**src/rtl/wide_cmp_seq.sv**
```systemverilog
// wide_cmp_seq: sequential magnitude comparator for wide operands.
// Compares captured operands one SLICE-bit slice per cycle, starting at the
// MSB slice, and stops at the first unequal slice. The result is registered
// and held until the next comparison finishes or reset.
//
// Parameters:
//   WIDTH  operand width in bits (integer multiple of SLICE)
//   SLICE  bits compared per cycle; NS = WIDTH/SLICE slices
//
// Ports:
//   clk    clock, rising edge
//   rst    synchronous active-high reset
//   start  request a comparison; accepted only when busy=0
//   sgn    (only with WIDE_CMP_SEQ_SIGNED_EN) two's-complement compare,
//          sampled with start
//   a, b   operands, sampled on an accepted start
//   busy   comparison in progress
//   done   one-cycle pulse, result valid
//   eq/gt/lt registered one-hot result
//
// Optional feature macro: WIDE_CMP_SEQ_SIGNED_EN (adds the sgn port).
module wide_cmp_seq #(
    parameter int WIDTH = 32,
    parameter int SLICE = 8
) (
    input  logic             clk,
    input  logic             rst,
    input  logic             start,
`ifdef WIDE_CMP_SEQ_SIGNED_EN
    input  logic             sgn,
`endif
    input  logic [WIDTH-1:0] a,
    input  logic [WIDTH-1:0] b,
    output logic             busy,
    output logic             done,
    output logic             eq,
    output logic             gt,
    output logic             lt
);

    localparam int NS = WIDTH / SLICE;
    localparam int IW = (NS > 1) ? $clog2(NS) : 1;
    localparam logic [IW-1:0] IDX_TOP = IW'(NS - 1);

    typedef enum logic [1:0] {
        IDLE = 2'd0,
        SCAN = 2'd1,
        DONE = 2'd2
    } state_t;

    state_t           state_q, state_d;
    logic [IW-1:0]    idx_q, idx_d;
    logic [WIDTH-1:0] a_q, a_d;
    logic [WIDTH-1:0] b_q, b_d;
    logic             eq_q, eq_d;
    logic             gt_q, gt_d;
    logic             lt_q, lt_d;

    logic [WIDTH-1:0] flip;
    logic [SLICE-1:0] sa, sb;
    logic             cap;

    // Inverting the sign bit of both operands maps two's-complement order
    // onto unsigned order, so the scan itself stays unsigned.
    always_comb begin
        flip = '0;
`ifdef WIDE_CMP_SEQ_SIGNED_EN
        flip[WIDTH-1] = sgn;
`endif
    end

    assign sa = a_q[int'(idx_q) * SLICE +: SLICE];
    assign sb = b_q[int'(idx_q) * SLICE +: SLICE];

    always_comb begin
        state_d = state_q;
        idx_d   = idx_q;
        a_d     = a_q;
        b_d     = b_q;
        eq_d    = eq_q;
        gt_d    = gt_q;
        lt_d    = lt_q;
        cap     = 1'b0;

        case (state_q)
            IDLE: begin
                cap = start;
            end
            SCAN: begin
                if (sa != sb) begin
                    // Early exit: lower slices cannot change the outcome.
                    gt_d    = (sa > sb);
                    lt_d    = (sa < sb);
                    eq_d    = 1'b0;
                    state_d = DONE;
                end else if (idx_q == '0) begin
                    eq_d    = 1'b1;
                    gt_d    = 1'b0;
                    lt_d    = 1'b0;
                    state_d = DONE;
                end else begin
                    idx_d = idx_q - 1'b1;
                end
            end
            DONE: begin
                if (start) begin
                    cap = 1'b1;
                end else begin
                    state_d = IDLE;
                end
            end
            default: begin
                state_d = IDLE;
            end
        endcase

        // Shared capture path for IDLE and back-to-back start in DONE.
        if (cap) begin
            a_d     = a ^ flip;
            b_d     = b ^ flip;
            idx_d   = IDX_TOP;
            state_d = SCAN;
        end
    end

    always_ff @(posedge clk) begin
        if (rst) begin
            state_q <= IDLE;
            idx_q   <= IDX_TOP;
            a_q     <= '0;
            b_q     <= '0;
            eq_q    <= 1'b0;
            gt_q    <= 1'b0;
            lt_q    <= 1'b0;
        end else begin
            state_q <= state_d;
            idx_q   <= idx_d;
            a_q     <= a_d;
            b_q     <= b_d;
            eq_q    <= eq_d;
            gt_q    <= gt_d;
            lt_q    <= lt_d;
        end
    end

    assign busy = (state_q == SCAN);
    assign done = (state_q == DONE);
    assign eq   = eq_q;
    assign gt   = gt_q;
    assign lt   = lt_q;

endmodule
```
**config.mk**
```make
export PLATFORM = sky130hd
export DESIGN_NAME = wide_cmp_seq
export DESIGN_NICKNAME = d
export VERILOG_FILES = /design/src/rtl/wide_cmp_seq.sv
export SDC_FILE = /design/constraint.sdc
export NUM_CORES = 1
export LEC_CHECK = 0
export ABC_AREA = 1
export ABC_CLOCK_PERIOD_IN_PS = 3400
export CAP_MARGIN = 20
export CORE_ASPECT_RATIO = 0.5
export CORE_MARGIN = 2
export CORE_UTILIZATION = 45
export DETAILED_ROUTE_END_ITERATION = 7
export PLACE_DENSITY_LB_ADDON = 0.3
export SYNTH_ARGS = -nofsm -noshare
export SYNTH_HDL_FRONTEND = slang
export SYNTH_SLANG_ARGS = --single-unit
```
**constraint.sdc**
```tcl
create_clock -name clk -period 3.4 [get_ports clk]
set_input_delay 0.68 -clock clk [delete_from_list [all_inputs] [get_ports clk]]
set_output_delay 0.68 -clock clk [all_outputs]
set_load 0.005 [all_outputs]
```
==> results by stage, run 1 <==
Status:
- The run finished with clean final reports.

Global route:
- The overall overflow remaining after global route is 0.
- The pin count of the biggest net entering global routing is 66.
- The number of global-route vias before repair is 2772.
- For this run, the total global-route usage over all layers was measured as 0.2046.
- The number of antenna violations at the first check in global routing is 0.
- The first global-routing pass estimated 12920 µm of wire.

Flow run:
- The tool flagged a number of max-cap violations equal to 0.

Synthesis:
- The average instance in the mapped netlist occupies 7.527 µm².
- The library cell occupying the most area in the post-synthesis netlist is sky130_fd_sc_hd__dfxtp_1.
- The share of synthesized area in the top cell type comes to 0.4331.
- For this run, the register share of the synthesized area comes to 0.4331.
- Counting flops with a built-in enable in the synthesized netlist gives 0.
- During synthesis, Yosys emitted a total of 0 warnings.
- The number of flip-flops and latches in the synthesized netlist is 71.
- The count of cell types in the netlist is 28.
- The instance count of the mapped netlist is 436.
- The most used flip-flop cell after synthesis is sky130_fd_sc_hd__dfxtp_1.
- Of all flip-flops after synthesis, the portion carrying an async set or reset was 0.
- The synthesized net count is 512.
- By area the synthesized netlist is led by sky130_fd_sc_hd__dfxtp_1 43%, sky130_fd_sc_hd__nor2_1 17%, sky130_fd_sc_hd__o21ai_1 6.1%, sky130_fd_sc_hd__nand2_1 4.6%, sky130_fd_sc_hd__o21ai_0 4.6%.
- The mapped netlist covers 0.003282 mm².

Floorplan:
- The placeable core region is a little under 0.007 mm².
- The die is between 100 and 150 µm wide.
- The number of top-level pins is 72.
- The floorplan row count is 21.
- The floorplan die area is 0.008034 mm².
- The chip height is 64.39 µm.
- The initial utilization of the core area, before any placement, comes to 0.4786.

Timing:
- The final count of hold timing violations is 0.
- The highest clock frequency the design can meet is 0.4377 GHz.
- The smallest hold slack is 0.4744 ns.
- The share of the clock period used by the worst path after layout is 0.6719.
- The final number of max-transition violations came to 0.
- The total setup violations reported at the end of the flow is 0.
- The total negative slack is 0 ns.
- At the pin with the least slew margin, the transition time is 0.7163 ns.
- On the final layout, the worst clock skew is 0.005667 ns.
- The worst pin sits at a relative slew slack of 0.5225.
- The smallest clock period supported by the final layout is computed as between 2 and 2.5 ns.
- Setup repair after global routing left no endpoint under its margin.

Finish:
- The final layout net count is 568.
- 0 antenna diodes ended up in the layout.
- The filler cells instantiated in the layout total 600.
- Compared with the post-synthesis result, the final layout area differs by 29.01%.
- Leaving out fill and tap cells, the most frequent cell in the layout is sky130_fd_sc_hd__nor2_1.
- The layout cell share with drive strength beyond 1 is 0.09457.
- In the layout the commonest cells are 148 x sky130_fd_sc_hd__nor2_1, 71 x sky130_fd_sc_hd__dfxtp_1, 71 x sky130_fd_sc_hd__clkdlybuf4s50_1.
- Measured on the finished design, the core utilization comes to 0.6174.
- The final standard cell area without fillers is 0.004234 mm².

Drt:
- In the routed design, unresolved DRC markers number 0.
- The routed design has 7704 µm of wire.
- Once detail routing completed, the nets flagged for antenna violations numbered 0.
- The via count is 2928.
- In the routed layout, each cell is associated on average with a via count of between 4 and 5.
- The first-iteration detailed-routing DRC count is 146.
- The first detailed-routing pass took 4 iterations.
- The average detailed-routed wire length per instance is 13.08 µm.

Worst hold path:
- The tightest min-delay check is of the flip-flop to flip-flop type.

Setup path:
- The highest fanout seen on the critical path is 25.
- The path type of the worst setup path is flip-flop to flip-flop.
- The required time at the worst-slack endpoint is 3.62 ns.
- Traced cell by cell, the critical path runs through inv_2 > a21oi_1 > a32o_1 > ha_1 > nand2_2 > nor2_4 > nand2_4 > nor2_2 > nand2_2 > nand2_1 > o211ai_2.
- The critical path's largest stage delay is 0.41 ns.
- The dominant cell type by count on the critical path is sky130_fd_sc_hd__nand2_2.
- The cell with the biggest individual delay on the critical path is sky130_fd_sc_hd__dfxtp_1.
- The endpoint arrival time on the critical path is 2.50 ns.
- The sort of element at the end of the critical path is a flip-flop.
- STA classifies the critical path startpoint as a flip-flop.

CTS:
- In this run the deepest clock path goes through 2 buffers.
- The total CTS buffers is 9.
- After clock tree synthesis, the clock-pin slew on the worst setup and hold paths is about 0.050 ns.
- The clock net sink count is 71.
- The tree is rooted in a sky130_fd_sc_hd__clkbuf_16.
- The number of H-tree levels is 3.
- The number of buffers added for setup after CTS is 0.
- The insertion delay to the later sink of the worst-skew pair is roughly 0.33 ns.
- In this run, post-CTS hold repair placed 0 buffers.
- TritonCTS built the clock tree.
- The post-cts gate resize count is 0.

Pwr:
- Across the VDD grid, the largest voltage drop is ~340 µV.
- For this design the ratio of total power to cell area is roughly 520 mW/mm².
- The analysis attributes to cell leakage a power of approximately 1.7 nW.

Placed design:
- Port buffering added 71 buffers.
- After detailed placement, the total cell area comes to 0.003941 mm².
- The congestion estimate from routability-driven global placement came to a little under 0.9.
- Detailed placement ended at an HPWL of 5196 µm.
[layout make-up]
class,instances,area [µm²],share of cell area
inverters,10,37.54,0.008865
repair buffers,76,748.2,0.1767
well taps,92,115.1,0.02719
clock buffers,13,250.2,0.05910
flip-flops and latches,71,1421,0.3357
clock inverters,3,42.54,0.01005
multi-input cells,324,1619,0.3824
[metal layers]
metal	wire, µm	vias up	GRT usage	part of all wire
met5	0	-	0	0
li1	-	1543	-	-
met4	67	0	0.06039	0.0087
met3	471	7	0.07203	0.061
met1	3767	1313	0.2669	0.49
met2	3397	65	0.3210	0.44
[stage by stage]
step / power [mW] / std cells / setup WS, ns
2_1_floorplan: 1.172 / 436 / 1.453
3_5_place_dp: 1.299 / 573 / 0.9628
3_3_place_gp: 1.290 / 573 / 1.033
5_1_grt: 2.304 / 589 / 0.8905
4_1_cts: 2.217 / 589 / 1.106
6_report: 2.202 / 589 / 1.115
[sequential cells by signal, summed over array words and instances, names as in the netlist]
register and count:
a_q 32, b_q 32, eq 1, gt 1, idx_q 2, lt 1, state_q 2
[critical path, delay by kind of cell (launching register included)]
kind	cells	cell delay (ns)
buf+inv	1	0.37
fa+ha+maj	1	0.32
compound gates	3	0.48
flops	1	0.41
simple gates	6	0.59
[cell families after synthesis]
| logic type | after synthesis | synth area share |
|---|---|---|
| compound gates | 114 | 0.2101 |
| fa+ha+maj | 9 | 0.03431 |
| buf+inv | 41 | 0.07358 |
| flops | 71 | 0.4331 |
| simple gates | 201 | 0.2489 |
[worst paths after layout]
| path | from | endpoint | slack (ns) | depth (start not counted) |
|---|---|---|---|---|
| worst max-delay path | idx_q[1] | idx_q[1] | 1.12 | 11 |
| worst min-delay path | lt | lt | 0.47 | 2 |
| worst max register to register | idx_q[1] | idx_q[1] | 1.12 | 11 |
| worst min register to register | lt | lt | 0.47 | 2 |
[power by group]
part | switching (mW) | internal, mW | total [mW] | leakage [nW]
clock | 0.333 | 0.587 | 0.920 | 0.140
sequential | 0.0349 | 0.900 | 0.935 | 0.588
combinational | 0.177 | 0.170 | 0.347 | 0.996
[cells in the mapped netlist, types with 5 or more instances]
library cell	instances
sky130_fd_sc_hd__a21oi_1	13
sky130_fd_sc_hd__a32o_1	8
sky130_fd_sc_hd__buf_2	19
sky130_fd_sc_hd__buf_6	7
sky130_fd_sc_hd__dfxtp_1	71
sky130_fd_sc_hd__ha_1	9
sky130_fd_sc_hd__inv_1	5
sky130_fd_sc_hd__inv_2	5
sky130_fd_sc_hd__nand2_1	40
sky130_fd_sc_hd__nor2_1	148
sky130_fd_sc_hd__o21ai_0	30
sky130_fd_sc_hd__o21ai_1	40
sky130_fd_sc_hd__o21ai_2	10
sky130_fd_sc_hd__o22ai_1	8
Note: power is estimated with default switching activity, not from simulation.
==> run 2, diff against run 1 <==
--- a/config.mk
+++ b/config.mk
@@ -6,7 +6,7 @@
 export NUM_CORES = 1
 export LEC_CHECK = 0
 export ABC_AREA = 1
-export ABC_CLOCK_PERIOD_IN_PS = 3400
+export ABC_CLOCK_PERIOD_IN_PS = 2400
 export CAP_MARGIN = 20
 export CORE_ASPECT_RATIO = 0.5
 export CORE_MARGIN = 2
==> constraint.sdc (replaced) <==
create_clock -name clk -period 2.4 [get_ports clk]
set_input_delay 0.48 -clock clk [delete_from_list [all_inputs] [get_ports clk]]
set_output_delay 0.48 -clock clk [all_outputs]
set_load 0.005 [all_outputs]
==> results by stage, run 2 (synthesis results as in run 1) <==
Drt:
- The detailed-route DRC error count was 0 (unchanged).
- The average detailed-routed wire length per instance was 12.84 µm (-1.9%).
- The first-iteration detailed-routing DRC count is 243 (+66%).
- The mean number of vias per cell is 5.041 (+1.4%).
- The count of antenna-violating nets left after detailed routing is 0 (unchanged).
- The first-pass iteration count of the detailed router was 4 (unchanged).
- The via count is 2969 (+1.4%).
- The detailed-route wire length is 7561 µm (-1.9%).

CTS:
- The clock edge transition at the registers on the reported setup and hold paths is 0.05 ns (about the same).
- The post-cts gate resize count is 0 (unchanged).
- The number of buffers added for setup after CTS is 0 (unchanged).
- The clock tree from TritonCTS is built.
- The maximum number of buffers from clock root to sink is 2 (unchanged).
- In this run the clock root is driven by a sky130_fd_sc_hd__clkbuf_16.
- The hold buffer count at cts is 0 (unchanged).
- The clock net sink count is 71 (unchanged).
- The insertion delay to the later sink of the worst-skew pair is 0.33 ns (about the same).
- The total CTS buffers is 9 (unchanged).
- The number of H-tree levels was 3 (unchanged).

Worst hold path:
- The path category of the worst min-delay check is flip-flop to flip-flop.

Setup path:
- The critical path's largest stage delay was 0.38 ns (-0.03 ns).
- The sum of buffers and inverters on the critical path is 1 (unchanged).
- The sort of element at the end of the critical path is a flip-flop.
- The endpoint arrival time on the critical path is 2.40 ns (-0.10 ns).
- The number of stages on the worst setup path is 11 (unchanged).
- The startpoint type of the worst setup path is a flip-flop.
- The depth of the most critical reg-to-reg path is 11 (unchanged).
- The worst flop-to-flop path startpoint is idx_q[1].
- Walking the worst path, the cells encountered are inv_2 > o21ai_0 > o22ai_1 > ha_1 > nand2_2 > nor2_4 > nand2_4 > nor2_2 > nand2_2 > nand2_1 > o211ai_2.
- In this design, the largest share of critical-path delay is due to simple AND/OR/NAND/NOR gates.
- The path type of the worst setup path is flip-flop to flip-flop.
- The register-to-register setup slack is 0.22 ns (-0.90 ns).
- The dominant cell type by count on the critical path is sky130_fd_sc_hd__nand2_2.
- The most critical setup path has its endpoint at idx_q[1].
- The highest fanout seen on the critical path is 25 (unchanged).
- The timing startpoint of the critical path is idx_q[1].
- The required time at the worst-slack endpoint is 2.62 ns (-1.00 ns).
- The reg-to-reg endpoint is idx_q[1].
- The slowest stage of the critical path is the sky130_fd_sc_hd__dfxtp_1 cell.

Floorplan:
- The chip height came to 64.39 µm (unchanged).
- The floorplan row count came to 21 (unchanged).
- The horizontal die dimension is 124.8 µm (unchanged).
- The placeable core region is 0.006858 mm² (unchanged).
- The effective utilization at floorplan is 0.4786 (unchanged).
- The number of top-level pins is 72 (unchanged).
- The floorplan die area is 0.008034 mm² (unchanged).

Global route:
- The overall overflow remaining after global route is 0 (unchanged).
- The number of global-route vias before repair is 2759 (-0.47%).
- The global-route usage over all layers is 0.2054 (+0.0008658).
- The first-pass GRT wire length is 13030 µm (+0.86%).
- The number of antenna violations at the first check in global routing is 0 (unchanged).
- The pin count of the biggest net entering global routing is 66 (unchanged).

Timing:
- The worst-case clock skew came to 0.004168 ns (-0.001499 ns).
- Setup repair after global routing left no endpoint under its margin.
- The total negative slack is 0 ns (unchanged).
- The share of the clock period used by the worst path after layout is 0.9093 (+0.2373).
- The final number of max-transition violations is 0 (unchanged).
- The final count of hold timing violations came to 0 (unchanged).
- The total setup violations reported at the end of the flow is 0 (unchanged).
- The highest clock frequency the design can meet is 0.4582 GHz (+4.7%).
- The minimum clock period after layout is 2.182 ns (-0.1023 ns).
- The relative slew slack came to 0.6785 (+0.1560).
- The actual transition at the worst max-transition pin is 0.4816 ns (-0.2347 ns).

Placed design:
- The placed cell area is 0.003969 mm² (+0.70%).
- The count of port buffers added during placement came to 71 (unchanged).
- The placed wire-length estimate after detailed placement is 5497 µm (+5.8%).
- The weighted congestion reported at the end of routability-driven placement is 0.8094 (-8.4%).

Pwr:
- The total power of the final layout was 3.010 mW (+37%).
- The peak supply drop is 348.7 µV (+3.6%).
- The total power per unit cell area is 710.9 mW/mm² (+37%).
- The leakage power came to 1.730 nW (+0.30%).

Finish:
- The layout cell share with drive strength beyond 1 is 0.09658 (+0.002012).
- The final layout net count is 570 (+0.35%).
- The storage element area is 0.001421 mm² (unchanged).
- In the layout the commonest cells are 148 x sky130_fd_sc_hd__nor2_1, 71 x sky130_fd_sc_hd__dfxtp_1, 71 x sky130_fd_sc_hd__clkdlybuf4s50_1.
- The largest registers in the layout are a_q: 32 flops, b_q: 32 flops.
- The library cell used most frequently in the layout, excluding fill and tap cells, is sky130_fd_sc_hd__nor2_1.
- The layout overhead on the synthesized area is 29.01% (unchanged).
- The number of antenna cells inserted is 0 (unchanged).
- The final standard cell area without fillers is 0.004234 mm² (unchanged).
- The number of filler instances in the final layout was 611 (+1.8%).
- The combined area of the multi-input logic cells is 0.001619 mm² (unchanged).

Flow run:
- The number of max-cap violations was 0 (unchanged).

Status:
- The flow ran to the end, and the final reports show no timing, DRC or antenna violations.
==> run 2: how the worst min path moves through the flow <==
stage / startpoint / to / slack [ns] / depth (start not counted)
2_1_floorplan: b_q[8] / b_q[8] / 0.45 / 2
5_1_grt: a_q[30] / a_q[30] / 0.50 / 2
4_1_cts: a_q[15] / a_q[15] / 0.48 / 2
3_5_place_dp: a_q[15] / a_q[15] / 0.47 / 2
6_report: a_q[15] / a_q[15] / 0.48 / 2
3_3_place_gp: a_q[21] / a_q[21] / 0.46 / 2
==> run 2: per-stage QoR <==
stage / instances / utilization / setup slack, ns / hold slack [ns]
final: 589 / 0.6174 / 0.2178 / 0.4810
after global routing: 589 / 0.6174 / 0.04866 / 0.5041
after CTS: 589 / 0.6174 / 0.2643 / 0.4846
after detailed placement: 575 / 0.5787 / 0.3030 / 0.4726
after global placement: 575 / 0.5787 / 0.3534 / 0.4620
after floorplan: 436 / - / 0.4530 / 0.4489
==> run 2: cell type report <==
type | count | area share
clock buffers | 13 | 0.06147
well taps | 92 | 0.02719
repair buffers | 78 | 0.1832
flip-flops and latches | 71 | 0.3357
clock inverters | 1 | 0.001182
inverters | 10 | 0.008865
multi-input cells | 324 | 0.3824
==> run 2: where the power goes <==
group | internal [mW] | switching (mW) | total [mW]
logic | 0.244 | 0.246 | 0.490
clock network | 0.741 | 0.446 | 1.19
registers | 1.28 | 0.0565 | 1.33
==> run 2: worst reg2reg max path: cells and delay by family (launching register included) <==
family / cells / cell delay [ns]
and+or+nand+nor: 6 / 0.63
AOI/OAI and AO/OA: 3 / 0.49
DFF: 1 / 0.38
buffers and inverters: 1 / 0.34
adders and majority gates: 1 / 0.23
==> run 2: layer usage <==
| metal | vias to the layer above | routed length, µm | track usage |
|---|---|---|---|
| li1 | 1552 | - | - |
| met1 | 1336 | 3697 | 0.2705 |
| met3 | 8 | 456 | 0.06784 |
| met4 | 0 | 85 | 0.05899 |
| met2 | 73 | 3322 | 0.3231 |
| met5 | - | 0 | 0 |
==> run 3, diff against run 2 <==
--- a/config.mk
+++ b/config.mk
@@ -8,7 +8,7 @@
 export ABC_AREA = 1
 export ABC_CLOCK_PERIOD_IN_PS = 2400
 export CAP_MARGIN = 20
-export CORE_ASPECT_RATIO = 0.5
+export CORE_ASPECT_RATIO = 0.75
 export CORE_MARGIN = 2
 export CORE_UTILIZATION = 45
 export DETAILED_ROUTE_END_ITERATION = 7
==> results by stage, run 3 (synthesis results as in run 1) <==
Status:
- The flow ran to the end, and the final reports show no timing, DRC or antenna violations.

CTS:
- The number of H-tree levels was 3 (unchanged).
- The clock net sink count was 71 (unchanged).
- The number of buffers added for setup after CTS came to 0 (unchanged).
- The root cell of the clock tree is sky130_fd_sc_hd__clkbuf_8.
- The total CTS buffers is 9 (unchanged).
- The hold buffer count at cts is 0 (unchanged).
- The maximum number of buffers from clock root to sink is 2 (unchanged).
- The clock edge transition at the registers on the reported setup and hold paths was 0.07 ns (+0.02 ns).
- TritonCTS built the clock tree.
- The post-cts gate resize count is 0 (unchanged).
- The insertion delay to the later sink of the worst-skew pair is 0.36 ns (+0.03 ns).

Finish:
- The number of antenna cells inserted is 0 (unchanged).
- The most frequent standard cell in the layout excluding fill and tap cells is sky130_fd_sc_hd__nor2_1.
- The number of filler instances in the final layout is 629 (+2.9%).
- The final layout net count is 570 (unchanged).
- Relative to the synthesized area, the layout overhead comes to 28.25%.
- In the final layout, the registers with the most flip-flops are a_q: 32 flops, b_q: 32 flops.
- The utilization of the core after routing came to 0.6074 (-0.009966).
- In the layout the commonest cells are 148 x sky130_fd_sc_hd__nor2_1, 71 x sky130_fd_sc_hd__dfxtp_1, 71 x sky130_fd_sc_hd__clkdlybuf4s50_1.
- The layout cell share with drive strength beyond 1 is 0.1024 (+0.005830).
- The final cell count without fillers is 596 (+1.2%).

Placed design:
- The worst slack at placement is 0.2714 ns (-0.03161 ns).
- The weighted congestion reported at the end of routability-driven placement is 0.8261 (+2.1%).
- The placed wire-length estimate after detailed placement is 5747 µm (+4.5%).
- The number of placed cells counting well taps was 581 (+1.0%).
- The count of port buffers added during placement is 71 (unchanged).

Worst hold path:
- The hold path depth is 2 (unchanged).
- The path category of the worst min-delay check is flip-flop to flip-flop.

Setup path:
- The endpoint arrival time on the critical path is 2.41 ns (about the same).
- The startpoint type of the worst setup path is a flip-flop.
- The sum of buffers and inverters on the critical path is 1 (unchanged).
- The required time at the worst-slack endpoint is 2.65 ns (+0.03 ns).
- The path type of the worst setup path is flip-flop to flip-flop.
- The number of stages on the worst setup path is 11 (unchanged).
- The slowest stage of the critical path belongs to the cell sky130_fd_sc_hd__inv_2.
- The depth of the most critical reg-to-reg path is 11 (unchanged).
- The sort of element at the end of the critical path is a flip-flop.
- The highest fanout seen on the critical path was 34 (+36%).
- The critical path's largest stage delay is 0.38 ns (about the same).
- Walking the worst path, the cells encountered are inv_2 > nand2_1 > a32o_1 > ha_1 > nand2_2 > nor2_4 > nand2_4 > nor2_2 > nand2_2 > nand2_1 > o211ai_2.
- The kind of cell adding the most delay to the critical path is simple AND/OR/NAND/NOR gates.

Pwr:
- The peak supply drop came to 358.5 µV (+2.8%).
- The total power per unit cell area is 684.9 mW/mm² (-3.7%).
- The leakage power is 1.703 nW (-1.5%).
- The total power of the final layout is 2.883 mW (-4.2%).

Floorplan:
- The number of top-level pins is 72 (unchanged).
- The horizontal die dimension is 102.6 µm (-18%).
- The effective utilization at floorplan is 0.4736 (-0.004926).
- The floorplan die area is 0.007999 mm² (-0.43%).
- The placeable core region is 0.006929 mm² (+1.0%).
- The floorplan row count is 26 (+24%).
- The chip height is 77.96 µm (+21%).

Drt:
- The average detailed-routed wire length per instance is 13.29 µm (+3.5%).
- The count of antenna-violating nets left after detailed routing is 0 (unchanged).
- The mean number of vias per cell is 5.018 (-0.44%).
- The first-iteration detailed-routing DRC count is 164 (-33%).
- The first-pass iteration count of the detailed router is 4 (unchanged).
- The via count came to 2991 (+0.74%).
- The detailed-route DRC error count is 0 (unchanged).
- The detailed-route wire length is 7920 µm (+4.7%).

Timing:
- The total setup violations reported at the end of the flow is 0 (unchanged).
- The actual transition at the worst max-transition pin is 0.5027 ns (+0.02109 ns).
- The final count of hold timing violations is 0 (unchanged).
- The relative slew slack is 0.6644 (-0.01408).
- The worst-case clock skew is 0.005987 ns (+0.001819 ns).
- Setup repair after global routing left no endpoint under its margin.
- The highest clock frequency the design can meet was 0.4620 GHz (+0.83%).
- The minimum clock period after layout is 2.164 ns (-0.01792 ns).
- The minimum setup slack in the final design is 0.2357 ns (+0.01792 ns).
- The share of the clock period used by the worst path after layout was 0.9018 (-0.007468).
- The total negative slack was 0 ns (unchanged).
- The final number of max-transition violations is 0 (unchanged).

Global route:
- The overall overflow remaining after global route is 0 (unchanged).
- The number of antenna violations at the first check in global routing is 0 (unchanged).
- The number of global-route vias before repair came to 2736 (-0.83%).
- The global-route usage over all layers is 0.2087 (+0.003223).
- The first-pass GRT wire length is 12980 µm (-0.38%).
- The pin count of the biggest net entering global routing is 36 (-45%).

Flow run:
- The number of max-cap violations came to 0 (unchanged).
==> run 3: changes by cell type in the layout (fill, tap and decap cells not counted), sizes merged <==
cell	delta
clkbuf	-3
bufinv	+2
clkinv	-1
clkinvlp	+3
==> run 3: cell type report <==
type | instances | area [µm²] | area share
tap | 98 | 122.6 | 0.02913
clock inverter | 5 | 82.58 | 0.01962
clock buffer | 10 | 137.6 | 0.03270
inverter | 10 | 37.54 | 0.008918
multi-input combinational | 324 | 1619 | 0.3847
sequential | 71 | 1421 | 0.3377
timing repair buffer | 78 | 788.3 | 0.1873
==> run 3: final timing paths <==
kind / start / endpoint / slack (ns)
max: idx_q[0] / idx_q[1] / 0.24
min: a_q[9] / a_q[9] / 0.48
max reg2reg: idx_q[0] / idx_q[1] / 0.24
min reg2reg: a_q[9] / a_q[9] / 0.48
==> run 3: power by group <==
group          total (mW)  switching [mW]  leakage [nW]  internal (mW)
clock                1.05           0.446         0.101          0.607
sequential           1.33          0.0581         0.588           1.27
combinational       0.499           0.251          1.01          0.248
==> run 3: worst reg2reg max path, stage by stage (launching register included) <==
cell and delay, ns:
sky130_fd_sc_hd__dfxtp_1 0.32, sky130_fd_sc_hd__inv_2 0.38, sky130_fd_sc_hd__nand2_1 0.12, sky130_fd_sc_hd__a32o_1 0.25, sky130_fd_sc_hd__ha_1 0.30, sky130_fd_sc_hd__nand2_2 0.08, sky130_fd_sc_hd__nor2_4 0.16, sky130_fd_sc_hd__nand2_4 0.08
sky130_fd_sc_hd__nor2_2 0.12, sky130_fd_sc_hd__nand2_2 0.09, sky130_fd_sc_hd__nand2_1 0.08, sky130_fd_sc_hd__o211ai_2 0.07
==> run 3: per-stage QoR <==
stage	hold WS, ns	area, µm²
2_1_floorplan	0.4489	3282
3_3_place_gp	0.4603	3989
3_5_place_dp	0.4652	3989
4_1_cts	0.4836	4209
5_1_grt	0.5042	4209
6_report	0.4835	4209
==> run 3: metal layers <==
metal | wire, µm | track usage
met2 | 3338 | 0.2987
met5 | 0 | 0
met4 | 77 | 0.05200
met3 | 580 | 0.06216
met1 | 3923 | 0.3053
